[config.mk]
export PLATFORM = sky130hd
export DESIGN_NAME = turbo_qpp_interleaver
export DESIGN_NICKNAME = d
export VERILOG_FILES = /design/src/rtl/turbo_qpp_interleaver.sv
export SDC_FILE = /design/constraint.sdc
export NUM_CORES = 1
export LEC_CHECK = 0
export ABC_CLOCK_PERIOD_IN_PS = 6950
export CAP_MARGIN = 0
export CELL_PAD_IN_SITES_DETAIL_PLACEMENT = 1
export CELL_PAD_IN_SITES_GLOBAL_PLACEMENT = 2
export CORE_MARGIN = 2
export CORE_UTILIZATION = 49
export CTS_BUF_LIST = sky130_fd_sc_hd__clkbuf_4 sky130_fd_sc_hd__clkbuf_8
export CTS_CLUSTER_DIAMETER = 50
export DETAILED_ROUTE_END_ITERATION = 8
export GPL_ROUTABILITY_DRIVEN = 0
export HOLD_SLACK_MARGIN = 0.02
export PLACE_DENSITY_LB_ADDON = 0.1
export SLEW_MARGIN = 20
export SYNTH_ARGS = -nofsm -noshare
export SYNTH_HDL_FRONTEND = slang
export SYNTH_SLANG_ARGS = --single-unit
[constraint.sdc]
create_clock -name clk -period 6.95 [get_ports clk]
set_input_delay 1.0425 -clock clk [delete_from_list [all_inputs] [get_ports clk]]
set_output_delay 1.0425 -clock clk [all_outputs]
set_load 0.01 [all_outputs]
[src/rtl/turbo_qpp_interleaver.sv]
// Ping-pong QPP block interleaver feeding the second RSC encoder, with trellis-termination framing.
// Optional feature macro INTLV_BYPASS_EN adds a 'bypass' input selecting natural (non-permuted) order.
module turbo_qpp_interleaver #(
  parameter int K  = 40,
  parameter int F1 = 3,
  parameter int F2 = 10,
  parameter int AW = 6
) (
  input  logic clk,
  input  logic rst_N,
`ifdef INTLV_BYPASS_EN
  input  logic bypass,
`endif
  input  logic in_bit,
  input  logic in_valid,
  output logic in_ready,
  output logic out_bit,
  output logic out_mode,
  output logic out_rst_N
);

  localparam logic [AW-1:0] G0   = AW'((F1 + F2) % K);
  localparam logic [AW-1:0] S0   = AW'((2 * F2) % K);
  localparam logic [AW-1:0] LAST = AW'(K - 1);
  localparam logic [AW:0]   KW   = (AW+1)'(K);
  localparam logic [AW:0]   TLAST = (AW+1)'(3);

  typedef enum logic [1:0] {IDLE, DATA, TAIL} state_t;

  state_t        state, state_nxt;
  logic [K-1:0]  bank [2];
  logic [1:0]    full;
  logic          wsel, rsel, ready_en;
  logic [AW-1:0] wptr, p, g, s;
  logic [AW-1:0] g_init, s_init;
  logic [AW:0]   cnt;
  logic          wr_fire, wr_last, start, data_more, release_bank;
  logic          bit_nxt, mode_nxt, act_nxt;

  // Both operands are already below K, so one conditional subtract reduces the sum.
  function automatic logic [AW-1:0] mod_add(input logic [AW-1:0] a, input logic [AW-1:0] b);
    logic [AW:0] sum;
    sum = {1'b0, a} + {1'b0, b};
    if (sum >= KW) sum = sum - KW;
    return sum[AW-1:0];
  endfunction

  assign in_ready     = ready_en & ~full[wsel];
  assign wr_fire      = in_valid & in_ready;
  assign wr_last      = wr_fire & (wptr == LAST);
  assign start        = (state == IDLE) & full[rsel];
  assign data_more    = cnt < KW;
  assign release_bank = (state == TAIL) & (cnt == TLAST);

`ifdef INTLV_BYPASS_EN
  assign g_init = bypass ? AW'(1) : G0;
  assign s_init = bypass ? '0 : S0;
`else
  assign g_init = G0;
  assign s_init = S0;
`endif

  always_ff @(posedge clk) begin
    if (rst_N && wr_fire) bank[wsel][wptr] <= in_bit;
  end

  // Read and write always sit on different banks, so the two flag updates never collide.
  always_ff @(posedge clk) begin
    if (!rst_N) begin
      full     <= '0;
      wsel     <= 1'b0;
      rsel     <= 1'b0;
      wptr     <= '0;
      ready_en <= 1'b0;
    end else begin
      ready_en <= 1'b1;
      if (wr_fire) wptr <= wr_last ? '0 : wptr + AW'(1);
      if (wr_last) begin
        full[wsel] <= 1'b1;
        wsel       <= ~wsel;
      end
      if (release_bank) begin
        full[rsel] <= 1'b0;
        rsel       <= ~rsel;
      end
    end
  end

  always_ff @(posedge clk) begin
    if (!rst_N) state <= IDLE;
    else        state <= state_nxt;
  end

  always_comb begin
    state_nxt = state;
    case (state)
      IDLE:    if (full[rsel]) state_nxt = DATA;
      DATA:    if (!data_more) state_nxt = TAIL;
      TAIL:    if (cnt == TLAST) state_nxt = IDLE;
      default: state_nxt = IDLE;
    endcase
  end

  // Next registered output; p/g always hold the address of the bit to emit next.
  always_comb begin
    bit_nxt  = 1'b0;
    mode_nxt = 1'b0;
    act_nxt  = 1'b0;
    case (state)
      IDLE: if (start) begin
        bit_nxt = bank[rsel][0];
        act_nxt = 1'b1;
      end
      DATA: begin
        act_nxt = 1'b1;
        if (data_more) bit_nxt = bank[rsel][p];
      end
      TAIL: if (cnt != TLAST) begin
        act_nxt  = 1'b1;
        mode_nxt = 1'b1;
      end
      default: ;
    endcase
  end

  // Second-order recurrence: p steps by g, g steps by s, replacing the quadratic product.
  always_ff @(posedge clk) begin
    if (!rst_N) begin
      p   <= '0;
      g   <= '0;
      s   <= '0;
      cnt <= '0;
    end else begin
      case (state)
        IDLE: if (start) begin
          p   <= g_init;
          g   <= mod_add(g_init, s_init);
          s   <= s_init;
          cnt <= (AW+1)'(1);
        end
        DATA: if (data_more) begin
          p   <= mod_add(p, g);
          g   <= mod_add(g, s);
          cnt <= cnt + (AW+1)'(1);
        end else begin
          cnt <= '0;
        end
        TAIL:    cnt <= (cnt == TLAST) ? '0 : cnt + (AW+1)'(1);
        default: ;
      endcase
    end
  end

  always_ff @(posedge clk) begin
    if (!rst_N) begin
      out_bit   <= 1'b0;
      out_mode  <= 1'b0;
      out_rst_N <= 1'b0;
    end else begin
      out_bit   <= bit_nxt;
      out_mode  <= mode_nxt;
      out_rst_N <= act_nxt;
    end
  end

endmodule

==> results by group, run 1 <==
Clock network
  • CTS resizes: 0
  • Clock latency on the worst-skew pair: 430 ps
  • CTS buffer count: 17
  • Post-CTS setup buffer count: 0
  • Clock root buffer: clkbuf_8
  • Clock tree sinks: 116
  • Longest Clk Path Bufs: 2
  • H-tree levels: 4
  • Post-CTS Hold Buffers: 0
  • Clock-pin slew on the worst setup and hold paths: 70 ps
  • CTS tree: yes

Pwr
  • Maximum VDD drop: 0.1254 mV
  • Clock Power Share: 0.484
  • Leak Pwr: 2.018 nW
  • Sw Share: 0.1994
  • Power per cell area: 239.8 nW/µm²
  • NetSw: 293.2 µW
  • Int Pwr: 1.178 mW
  • Reg power frac: 0.503
  • Logic pwr share: 0.013

Synthesis
  • Share of the synthesized area in the top cell type: 0.4346
  • Synth cell types: 53
  • Cell with the most instances after synthesis: nor2_1
  • Synth warn: 0
  • Cells after Synth: 463
  • Number of synthesized flops with an enable pin: 80
  • Syn Nets: 485
  • Synth area leaders: edfxtp_1, dfxtp_1, nor2_1
  • Post-synthesis sequential area ratio: 0.5650
  • Ys async rst share: 0
  • Top cells by count, synth: nor2_1, edfxtp_1, dfxtp_1, nand2_1, ha_1
  • Synth Area per Inst: 11.94 µm²
  • Leading area contributor after synthesis: edfxtp_1
  • Post-Syn Area: 5528 µm²
  • #FFs+latches synth: 116
  • Post-synth top flop: edfxtp_1

Routing
  • Vias: 3625
  • Initial drt markers: 167
  • Total iterations of the first detailed-routing run: 4
  • Drt via density: 5.772
  • DRC viols: 0
  • DR WL/cell: 19.65 µm
  • Routed Antenna Nets: 0
  • WL final: 12340 µm

Run status
  • Outcome: completed

Global routing
  • Total global-route track usage: 0.2251
  • First-pass GRT wire length: 19900 µm
  • GRT overflow: 0
  • Number of global-route vias before repair: 3881
  • Largest net degree at the start of global routing: 81
  • Antenna violations before repair: 0

Timing
  • Final min period: 3033 ps
  • Slack of the critical path: 3917 ps
  • WHS: 521.5 ps
  • TNS Setup: 0 ps
  • Final worst-path cycle share: 0.4364
  • Final hold vios: 0
  • Final Setup Violations: 0
  • RSZ-0062 raised after global routing: false
  • Worst-margin pin slew: 895.8 ps
  • Max Fclk: 329.7 MHz
  • Headroom to the max-slew limit: 0.4020
  • Final Max Slew Viols: 0
  • Clk_skew: 10.92 ps

Layout
  • Final non-filler cell total: 628
  • Layout cells sized above 1: 0.1168
  • Area of the multi-input gates: 2252 µm²
  • Area Overhead vs Synth: 10.98%
  • Reg area: 3123 µm²
  • Fill count: 1157
  • Diodes inserted: 0
  • Final core utilization: 0.5610
  • Layout Nets: 497

Floorplanning
  • Die Span Y: 110.2 µm
  • Die area: 12150 µm²
  • Die X: 110.2 µm
  • Initial Util: 0.5055
  • # rows: 38
  • Core area: 10940 µm²
  • Total I/O pin count: 8

Min path
  • Min-delay src: cnt[5]
  • Worst hold path depth: 2
  • Hold endpoint: cnt[5]
  • HP Class: flop to flop

Worst setup path
  • Critical-path cell list: ha_1, ha_1, a211oi_1, o21ba_2, or2_2, ha_1, inv_1, a211oi_1, a22oi_1, mux2i_1, a32o_1
  • Worst path required time: 7260 ps
  • Crit path max fanout: 16
  • Max stage delay cell, worst path: dfxtp_1
  • Setup Crit Path Kind: flop to flop
  • Worst r2r dst: p[4]
  • R2R Setup Slk: 3920 ps
  • Worst R2R Path Depth: 11
  • R2R Path Start: p[0]
  • Critical path's largest stage delay: 850 ps
  • Critical Path Source Type: flop
  • Crit path capture type: flop
  • CP arrival: 3350 ps
  • Most common cell on crit path: ha_1

Place
  • DP Worst Slack: 3907 ps
  • Inst Count DP: 596
  • HPWL reported at the end of detailed placement: 8164 µm
  • I/O Buffers: 7

Run
  • Max cap viols: 0
[worst max-delay path: cells and delay by family (launching register included)]
kind | cells | cell delay (ps)
AOI/OAI and AO/OA | 5 | 880
DFF | 1 | 850
adders and majority gates | 3 | 710
and+or+nand+nor | 1 | 290
muxes | 1 | 120
buffers and inverters | 1 | 80
[cell type report]
cell class                      instances  area share
Timing Repair Buffer                    9     0.01346
Sequential cell                       116      0.5091
Tap cell                              140     0.02855
Inverter                               12    0.007342
Clock inverter                         13     0.03386
Multi-Input combinational cell        319      0.3671
Clock buffer                           19     0.04059
[how the worst max path moves through the flow]
| stage | start | end | slack [ps] | cells past startpoint |
|---|---|---|---|---|
| 2_1_floorplan | p[0] | p[4] | 4510 | 11 |
| 3_3_place_gp | rst_N | bank[1][3] | 4000 | 5 |
| 3_5_place_dp | p[0] | p[4] | 3910 | 11 |
| 4_1_cts | p[0] | p[4] | 3870 | 11 |
| 5_1_grt | p[0] | p[4] | 3680 | 11 |
| 6_report | p[0] | p[4] | 3920 | 11 |
[kinds of logic after synthesis]
kind of cell | after synthesis | share of synthesized area
flip-flops | 116 | 0.5650
XOR/XNOR | 16 | 0.02535
buffers and inverters | 28 | 0.02761
multiplexers | 34 | 0.1086
AO/OA/AOI/OAI | 61 | 0.07832
adder cells (fa/ha/maj) | 18 | 0.04074
AND/OR/NAND/NOR | 190 | 0.1544
[power groups by stage]
stage / Combinational [mW] / Sequential (mW) / Clock [mW]
floorplan: 0.00871 / 0.754 / 0
global placement: 0.0188 / 0.755 / 0
detailed placement: 0.0199 / 0.755 / 0
CTS: 0.0200 / 0.740 / 0.725
global route: 0.0224 / 0.739 / 0.754
finish: 0.0198 / 0.739 / 0.712
[cell usage in the layout, fill, tap and decap left out, types with 9 or more instances in the layout]
master / n
edfxtp_1: 80
mux2i_1: 15
nand3_1: 9
mux4_2: 13
inv_1: 12
nor2_1: 107
clkbuf_8: 17
a21oi_1: 10
xnor2_1: 10
dfxtp_1: 36
nand2_1: 27
o21ai_0: 11
nor3_1: 9
ha_1: 18
nor2b_1: 10
[through the flow]
stage / total power [mW] / instance area (µm²)
6_report: 1.471 / 6135
5_1_grt: 1.515 / 6135
3_5_place_dp: 0.7748 / 5675
4_1_cts: 1.485 / 6132
2_1_floorplan: 0.7630 / 5528
3_3_place_gp: 0.7735 / 5675
[per-layer routing]
| metal | GRT usage | routed length, µm | vias up |
|---|---|---|---|
| li1 | - | - | 1725 |
| met1 | 0.2905 | 5547 | 1841 |
| met2 | 0.3716 | 6251 | 51 |
| met3 | 0.05820 | 433 | 8 |
| met4 | 0.07500 | 106 | 0 |
| met5 | 0 | 0 | - |
[flip-flops by register name, summed over array words and instances, names as in the netlist, named ones only]
register	flops
bank	80
cnt	7
p	6
wptr	6
g	5
full	2
state	2
out_bit	1
out_mode	1
out_rst_N	1
ready_en	1
rsel	1
s	1
wsel	1
Note: power is estimated with default switching activity, not from simulation.
==> run 2: changes to the inputs <==
--- a/config.mk
+++ b/config.mk
@@ -5,12 +5,12 @@
 export SDC_FILE = /design/constraint.sdc
 export NUM_CORES = 1
 export LEC_CHECK = 0
-export ABC_CLOCK_PERIOD_IN_PS = 6950
+export ABC_CLOCK_PERIOD_IN_PS = 2440
 export CAP_MARGIN = 0
 export CELL_PAD_IN_SITES_DETAIL_PLACEMENT = 1
 export CELL_PAD_IN_SITES_GLOBAL_PLACEMENT = 2
 export CORE_MARGIN = 2
-export CORE_UTILIZATION = 49
+export CORE_UTILIZATION = 41
 export CTS_BUF_LIST = sky130_fd_sc_hd__clkbuf_4 sky130_fd_sc_hd__clkbuf_8
 export CTS_CLUSTER_DIAMETER = 50
 export DETAILED_ROUTE_END_ITERATION = 8
==> constraint.sdc (replaced) <==
create_clock -name clk -period 2.44 [get_ports clk]
set_input_delay 0.366 -clock clk [delete_from_list [all_inputs] [get_ports clk]]
set_output_delay 0.366 -clock clk [all_outputs]
set_load 0.01 [all_outputs]
==> run 2 against run 1 <==
  * Global-route usage is 3.5 points lower
  * Critical path type unchanged
  * Cell area grew 4.5%
  * Routed wire length grew 0.74%
  * First-iteration DRC count down 2.4%
  * Critical endpoint unchanged
==> results by group, run 2 (synthesis results as in run 1) <==
Min path
  • HP Class: input pin to flop
  • Min-delay src: in_bit
  • Worst hold path depth: 2 (unchanged)
  • Hold endpoint: bank[0][9]

Pwr
  • Int Pwr: 3.256 mW (+180%)
  • Maximum VDD drop: 0.4100 mV (+230%)
  • Reg power frac: 0.517 (+0.014)
  • NetSw: 815.0 µW (+180%)
  • Clock Power Share: 0.467 (-0.017)
  • Power per cell area: 634.9 nW/µm² (+160%)
  • Leak Pwr: 2.125 nW (+5.3%)
  • Logic pwr share: 0.015 (+0.002)
  • Sw Share: 0.2002 (+0.0008169)

Routing
  • WL final: 12430 µm (+0.74%)
  • Drt via density: 5.323 (-7.8%)
  • DR WL/cell: 18.17 µm (-7.5%)
  • DRC viols: 0 (unchanged)
  • Routed Antenna Nets: 0 (unchanged)
  • Initial drt markers: 163 (-2.4%)
  • Total iterations of the first detailed-routing run: 4 (unchanged)
  • Vias: 3641 (+0.44%)

Layout
  • Layout cells sized above 1: 0.1811 (+0.06430)
  • Fill count: 1394 (+20%)
  • Largest register FFs: 80 (unchanged)
  • Diodes inserted: 0 (unchanged)
  • Area Overhead vs Synth: 16.00%
  • Biggest regs: bank (80), cnt (7)
  • Area of the multi-input gates: 2337 µm² (+3.8%)
  • Largest Register: bank
  • Final non-filler cell total: 684 (+8.9%)
  • Most frequent cells in the layout: nor2_1, edfxtp_1, dfxtp_1
  • Layout Nets: 517 (+4.0%)
  • Commonest non-fill, non-tap cell in the layout: nor2_1
  • Final core utilization: 0.4862 (-0.07483)
  • Reg area: 3126 µm² (about the same)

Worst setup path
  • Family with the most delay on the worst path: compound AO/OA/AOI/OAI gates
  • R2R Path Start: p[2]
  • R2R Setup Slk: 140 ps (-3780 ps)
  • Critical path's largest stage delay: 320 ps (-530 ps)
  • Worst R2R Path Depth: 11 (unchanged)
  • CP arrival: 2640 ps (-710 ps)
  • Max stage delay cell, worst path: ha_1
  • Most common cell on crit path: a211oi_2
  • Worst r2r dst: p[4]
  • Crit path capture type: flop
  • Setup Crit Path Kind: flop to flop
  • Critical-path cell list: ha_1, a211oi_2, buf_4, o21ba_2, or2_2, ha_2, inv_2, a211oi_2, a22oi_2, mux2i_1, a32o_1
  • Critical path buffer and inverter count: 2 (+1)
  • Worst path required time: 2780 ps (-4480 ps)
  • Crit path max fanout: 2 (-14)
  • Critical Path Source Type: flop

Floorplanning
  • Total I/O pin count: 8 (unchanged)
  • Die X: 120.1 µm (+9.0%)
  • Die Span Y: 120.1 µm (+9.0%)
  • Core area: 13190 µm² (+21%)
  • # rows: 42 (+11%)
  • Die area: 14430 µm² (+19%)
  • Initial Util: 0.4191 (-0.08641)

Timing
  • Clk_skew: 9.025 ps (-1.890 ps)
  • Final Max Slew Viols: 0 (unchanged)
  • Final min period: 2303 ps (-730.0 ps)
  • Max Fclk: 434.2 MHz (+32%)
  • Headroom to the max-slew limit: 0.5680 (+0.1660)
  • WHS: 434.7 ps (-86.75 ps)
  • Worst-margin pin slew: 643.7 ps (-252.2 ps)
  • Final worst-path cycle share: 0.9438 (+0.5074)
  • TNS Setup: 0 ps (unchanged)
  • RSZ-0062 raised after global routing: false
  • Final Setup Violations: 0 (unchanged)
  • Final hold vios: 0 (unchanged)
  • Slack of the critical path: 137.1 ps (-3780 ps)

Global routing
  • Total global-route track usage: 0.1905 (-0.03464)
  • GRT overflow: 0 (unchanged)
  • Number of global-route vias before repair: 3840 (-1.1%)
  • Antenna violations before repair: 0 (unchanged)
  • Largest net degree at the start of global routing: 81 (unchanged)
  • First-pass GRT wire length: 20490 µm (+3.0%)

Clock network
  • Clock root buffer: clkbuf_8
  • Clock tree sinks: 116 (unchanged)
  • Clock-pin slew on the worst setup and hold paths: 70 ps (about the same)
  • Longest Clk Path Bufs: 2 (unchanged)
  • CTS tree: yes
  • Clock latency on the worst-skew pair: 450 ps (+20 ps)
  • Post-CTS Hold Buffers: 0 (unchanged)
  • CTS buffer count: 17 (unchanged)
  • H-tree levels: 4 (unchanged)

Place
  • HPWL reported at the end of detailed placement: 8246 µm (+1.0%)
  • DP Worst Slack: -71.18 ps (-3979 ps)
  • I/O Buffers: 7 (unchanged)
  • Inst Count DP: 650 (+9.1%)

Run
  • Max cap viols: 0 (unchanged)

Run status
  • Outcome: completed
run 2: layer usage:
metal,track usage,wire length (µm)
met3,0.03992,384
met4,0.07426,275
met2,0.3054,6005
met1,0.2537,5764
met5,0,0
run 2: layout make-up:
cell class                 count  share of cell area
multi-input combinational    319              0.3645
clock buffer                  23             0.04741
timing repair buffer          29             0.03980
clock inverter                 9             0.01951
tap                          176             0.03434
inverter                      12            0.007024
sequential                   116              0.4874
run 2: metrics by stage:
| stage | power, mW | instance area, µm² |
|---|---|---|
| floorplan | 2.173 | 5528 |
| global placement | 2.210 | 5881 |
| detailed placement | 2.212 | 5881 |
| CTS | 4.110 | 6320 |
| global route | 4.207 | 6412 |
| finish | 4.071 | 6412 |
run 2: timing repair:
item / in CTS / in global routing
endpoints found under the hold margin: 0 / 0
endpoints found under the setup margin: 2 / 4
gates resized for setup: 2 / 16
pin swaps: 1 / 3
buffers inserted: 0 / 2
run 2: worst max path at each step:
| stage | startpoint | endpoint | slack, ps | depth (start not counted) |
|---|---|---|---|---|
| after floorplan | p[0] | p[4] | 3 | 11 |
| after global placement | p[0] | p[4] | 10 | 11 |
| after detailed placement | p[0] | p[4] | -70 | 11 |
| after CTS | p[0] | p[4] | 9 | 12 |
| after global routing | p[2] | p[4] | 0.2 | 11 |
| final | p[2] | p[4] | 140 | 11 |
run 2: power by group through the flow:
| stage | Combinational, mW | Clock [mW] | Sequential [mW] |
|---|---|---|---|
| global placement | 0.0611 | 0 | 2.15 |
| detailed placement | 0.0633 | 0 | 2.15 |
| global route | 0.0705 | 2.03 | 2.10 |
| finish | 0.0625 | 1.90 | 2.11 |
| floorplan | 0.0248 | 0 | 2.15 |
| CTS | 0.0635 | 1.94 | 2.11 |
==> run 3: changes to the inputs <==
--- a/config.mk
+++ b/config.mk
@@ -5,7 +5,6 @@
 export SDC_FILE = /design/constraint.sdc
 export NUM_CORES = 1
 export LEC_CHECK = 0
-export ABC_CLOCK_PERIOD_IN_PS = 2440
 export CAP_MARGIN = 0
 export CELL_PAD_IN_SITES_DETAIL_PLACEMENT = 1
 export CELL_PAD_IN_SITES_GLOBAL_PLACEMENT = 2
@@ -17,6 +16,7 @@
 export GPL_ROUTABILITY_DRIVEN = 0
 export HOLD_SLACK_MARGIN = 0.02
 export PLACE_DENSITY_LB_ADDON = 0.1
+export SETUP_SLACK_MARGIN = 0.4
 export SLEW_MARGIN = 20
 export SYNTH_ARGS = -nofsm -noshare
 export SYNTH_HDL_FRONTEND = slang
==> run 3 against run 2 <==
  * Maximum frequency increased by 4.2%
  * Routed wire length grew 5.7%
  * Die area unchanged
  * Cell area up 3.8%
  * Sequential share of layout area decreased by 1.5 points
  * Global-route usage grew 0.41 points
  * Final cell count grew 0.44%
  * Critical path depth is 1 higher
  * Total power fell by 0.20%
  * Sequential power about the same
  * Count of clock-buffer cells in the layout decreased by 3
  * Highest routed layer unchanged
==> results by group, run 3 (synthesis results as in run 1) <==
Timing
  • Worst-margin pin slew: 670.2 ps (+26.56 ps)
  • Clk_skew: 9.240 ps (+0.2152 ps)
  • WHS: 511.3 ps (+76.64 ps)
  • Slack of the critical path: 229.1 ps (+92.00 ps)
  • TNS Setup: 0 ps (unchanged)
  • Final worst-path cycle share: 0.9061 (-0.03770)
  • Final Max Slew Viols: 0 (unchanged)
  • Max Fclk: 452.3 MHz (+4.2%)
  • Final hold vios: 0 (unchanged)
  • Final Setup Violations: 0 (unchanged)
  • Final min period: 2211 ps (-92.00 ps)
  • Headroom to the max-slew limit: 0.5532 (-0.01483)
  • RSZ-0062 raised after global routing: true

Global routing
  • Total global-route track usage: 0.1946 (+0.004099)
  • Number of global-route vias before repair: 3839 (-0.026%)
  • Antenna violations before repair: 0 (unchanged)
  • GRT overflow: 0 (unchanged)
  • Largest net degree at the start of global routing: 43 (-47%)
  • First-pass GRT wire length: 21020 µm (+2.6%)

Routing
  • WL final: 13140 µm (+5.7%)
  • DRC viols: 0 (unchanged)
  • Initial drt markers: 187 (+15%)
  • Total iterations of the first detailed-routing run: 5 (+1)
  • DR WL/cell: 19.13 µm (+5.2%)
  • Vias: 3670 (+0.80%)
  • Drt via density: 5.342 (+0.36%)
  • Routed Antenna Nets: 0 (unchanged)

Layout
  • Layout Nets: 520 (+0.58%)
  • Fill count: 1372 (-1.6%)
  • Diodes inserted: 0 (unchanged)
  • Most frequent cells in the layout: nor2_1, edfxtp_1, dfxtp_1
  • Final non-filler cell total: 687 (+0.44%)
  • Largest Register: bank
  • Area Overhead vs Synth: 20.39%
  • Commonest non-fill, non-tap cell in the layout: nor2_1
  • Biggest regs: bank (80), cnt (7)
  • Layout cells sized above 1: 0.2427 (+0.06156)
  • Largest register FFs: 80 (unchanged)

Floorplanning
  • Die area: 14430 µm² (unchanged)
  • Core area: 13190 µm² (unchanged)
  • Initial Util: 0.4191 (unchanged)
  • Die Span Y: 120.1 µm (unchanged)
  • Total I/O pin count: 8 (unchanged)
  • Die X: 120.1 µm (unchanged)
  • # rows: 42 (unchanged)

Clock network
  • CTS buffer count: 17 (unchanged)
  • CTS tree: yes
  • Clock root buffer: clkbuf_8
  • Clock latency on the worst-skew pair: 440 ps (about the same)
  • H-tree levels: 4 (unchanged)
  • Post-CTS Hold Buffers: 0 (unchanged)
  • Clock-pin slew on the worst setup and hold paths: 70 ps (about the same)
  • Clock tree sinks: 116 (unchanged)
  • Longest Clk Path Bufs: 2 (unchanged)

Worst setup path
  • Critical Path Source Type: flop
  • R2R Setup Slk: 230 ps (+90 ps)
  • Crit path max fanout: 3 (+1)
  • CP arrival: 2520 ps (-120 ps)
  • Crit path capture type: flop
  • Setup Crit Path Kind: flop to flop
  • Worst path required time: 2750 ps (-30 ps)

Pwr
  • Power per cell area: 610.6 nW/µm² (-3.8%)
  • Leak Pwr: 2.150 nW (+1.2%)
  • Maximum VDD drop: 0.5613 mV (+37%)

Min path
  • HP Class: input pin to flop

Run status
  • Outcome: completed

Place
  • DP Worst Slack: 168.5 ps (+239.7 ps)
  • I/O Buffers: 7 (unchanged)
  • Inst Count DP: 641 (-1.4%)
  • HPWL reported at the end of detailed placement: 8455 µm (+2.5%)

Run
  • Max cap viols: 0 (unchanged)
[run 3: changes by cell type in the layout (fill, tap and decap cells not counted), sizes merged]
cell           before  now
clkdlybuf4s50       6    5
buf                23   25
bufinv              3    4
clkinv              5    7
clkbuf             23   21
dlygate4sd2         0    1
[run 3: worst paths after layout]
check             cells past startpoint          end   start
hold reg to reg                       2       cnt[5]  cnt[5]
hold / removal                        1  bank[1][24]  in_bit
setup / recovery                     12         p[3]    g[0]
setup reg to reg                     12         p[3]    g[0]
[run 3: area by class of cell]
| class | instances | area [µm²] | area share |
|---|---|---|---|
| timing repair buffer | 32 | 330.3 | 0.04963 |
| clock buffer | 20 | 256.5 | 0.03854 |
| tap | 176 | 220.2 | 0.03309 |
| multi-input combinational | 319 | 2495 | 0.3749 |
| inverter | 12 | 45.04 | 0.006768 |
| clock inverter | 12 | 161.4 | 0.02425 |
| sequential | 116 | 3147 | 0.4728 |
[run 3: repair_timing]
item                       4_1_cts  5_1_grt
setup endpoints to repair       75       66
pin swaps                        8       11
gates cloned                     1        1
resized for setup               29       29
buffers inserted                 5        7
[run 3: stage by stage]
step                utilization  instance area (µm²)  power (mW)
detailed placement       0.4461                 5884       2.211
finish                   0.5046                 6655       4.063
global route             0.5046                 6655       4.199
global placement         0.4461                 5884       2.208
floorplan                     -                 5599       2.172
CTS                      0.4915                 6482       4.106
[run 3: layer usage]
layer | vias up | wire length (µm) | GRT usage
li1 | 1764 | - | -
met1 | 1859 | 6092 | 0.2557
met2 | 34 | 6498 | 0.3171
met3 | 13 | 371 | 0.04135
met4 | 0 | 176 | 0.07206
met5 | - | 0 | 0
[run 3: power breakdown]
part	total [mW]	leakage (nW)	internal [mW]	switching (mW)
Clock	1.90	0.211	1.13	0.770
Sequential	2.10	1.02	2.10	0.00470
Combinational	0.0634	0.923	0.0203	0.0431
[run 3: worst max-delay path, stage by stage, from the launching register on]
cell and delay [ps]:
dfxtp_4 360, ha_4 170, ha_4 170, a211oi_4 280, o21ba_4 180, or2_4 120, ha_4 130, inv_2 40
a211oi_2 160, a22oi_2 90, buf_4 160, xnor2_2 150, a21oi_1 70
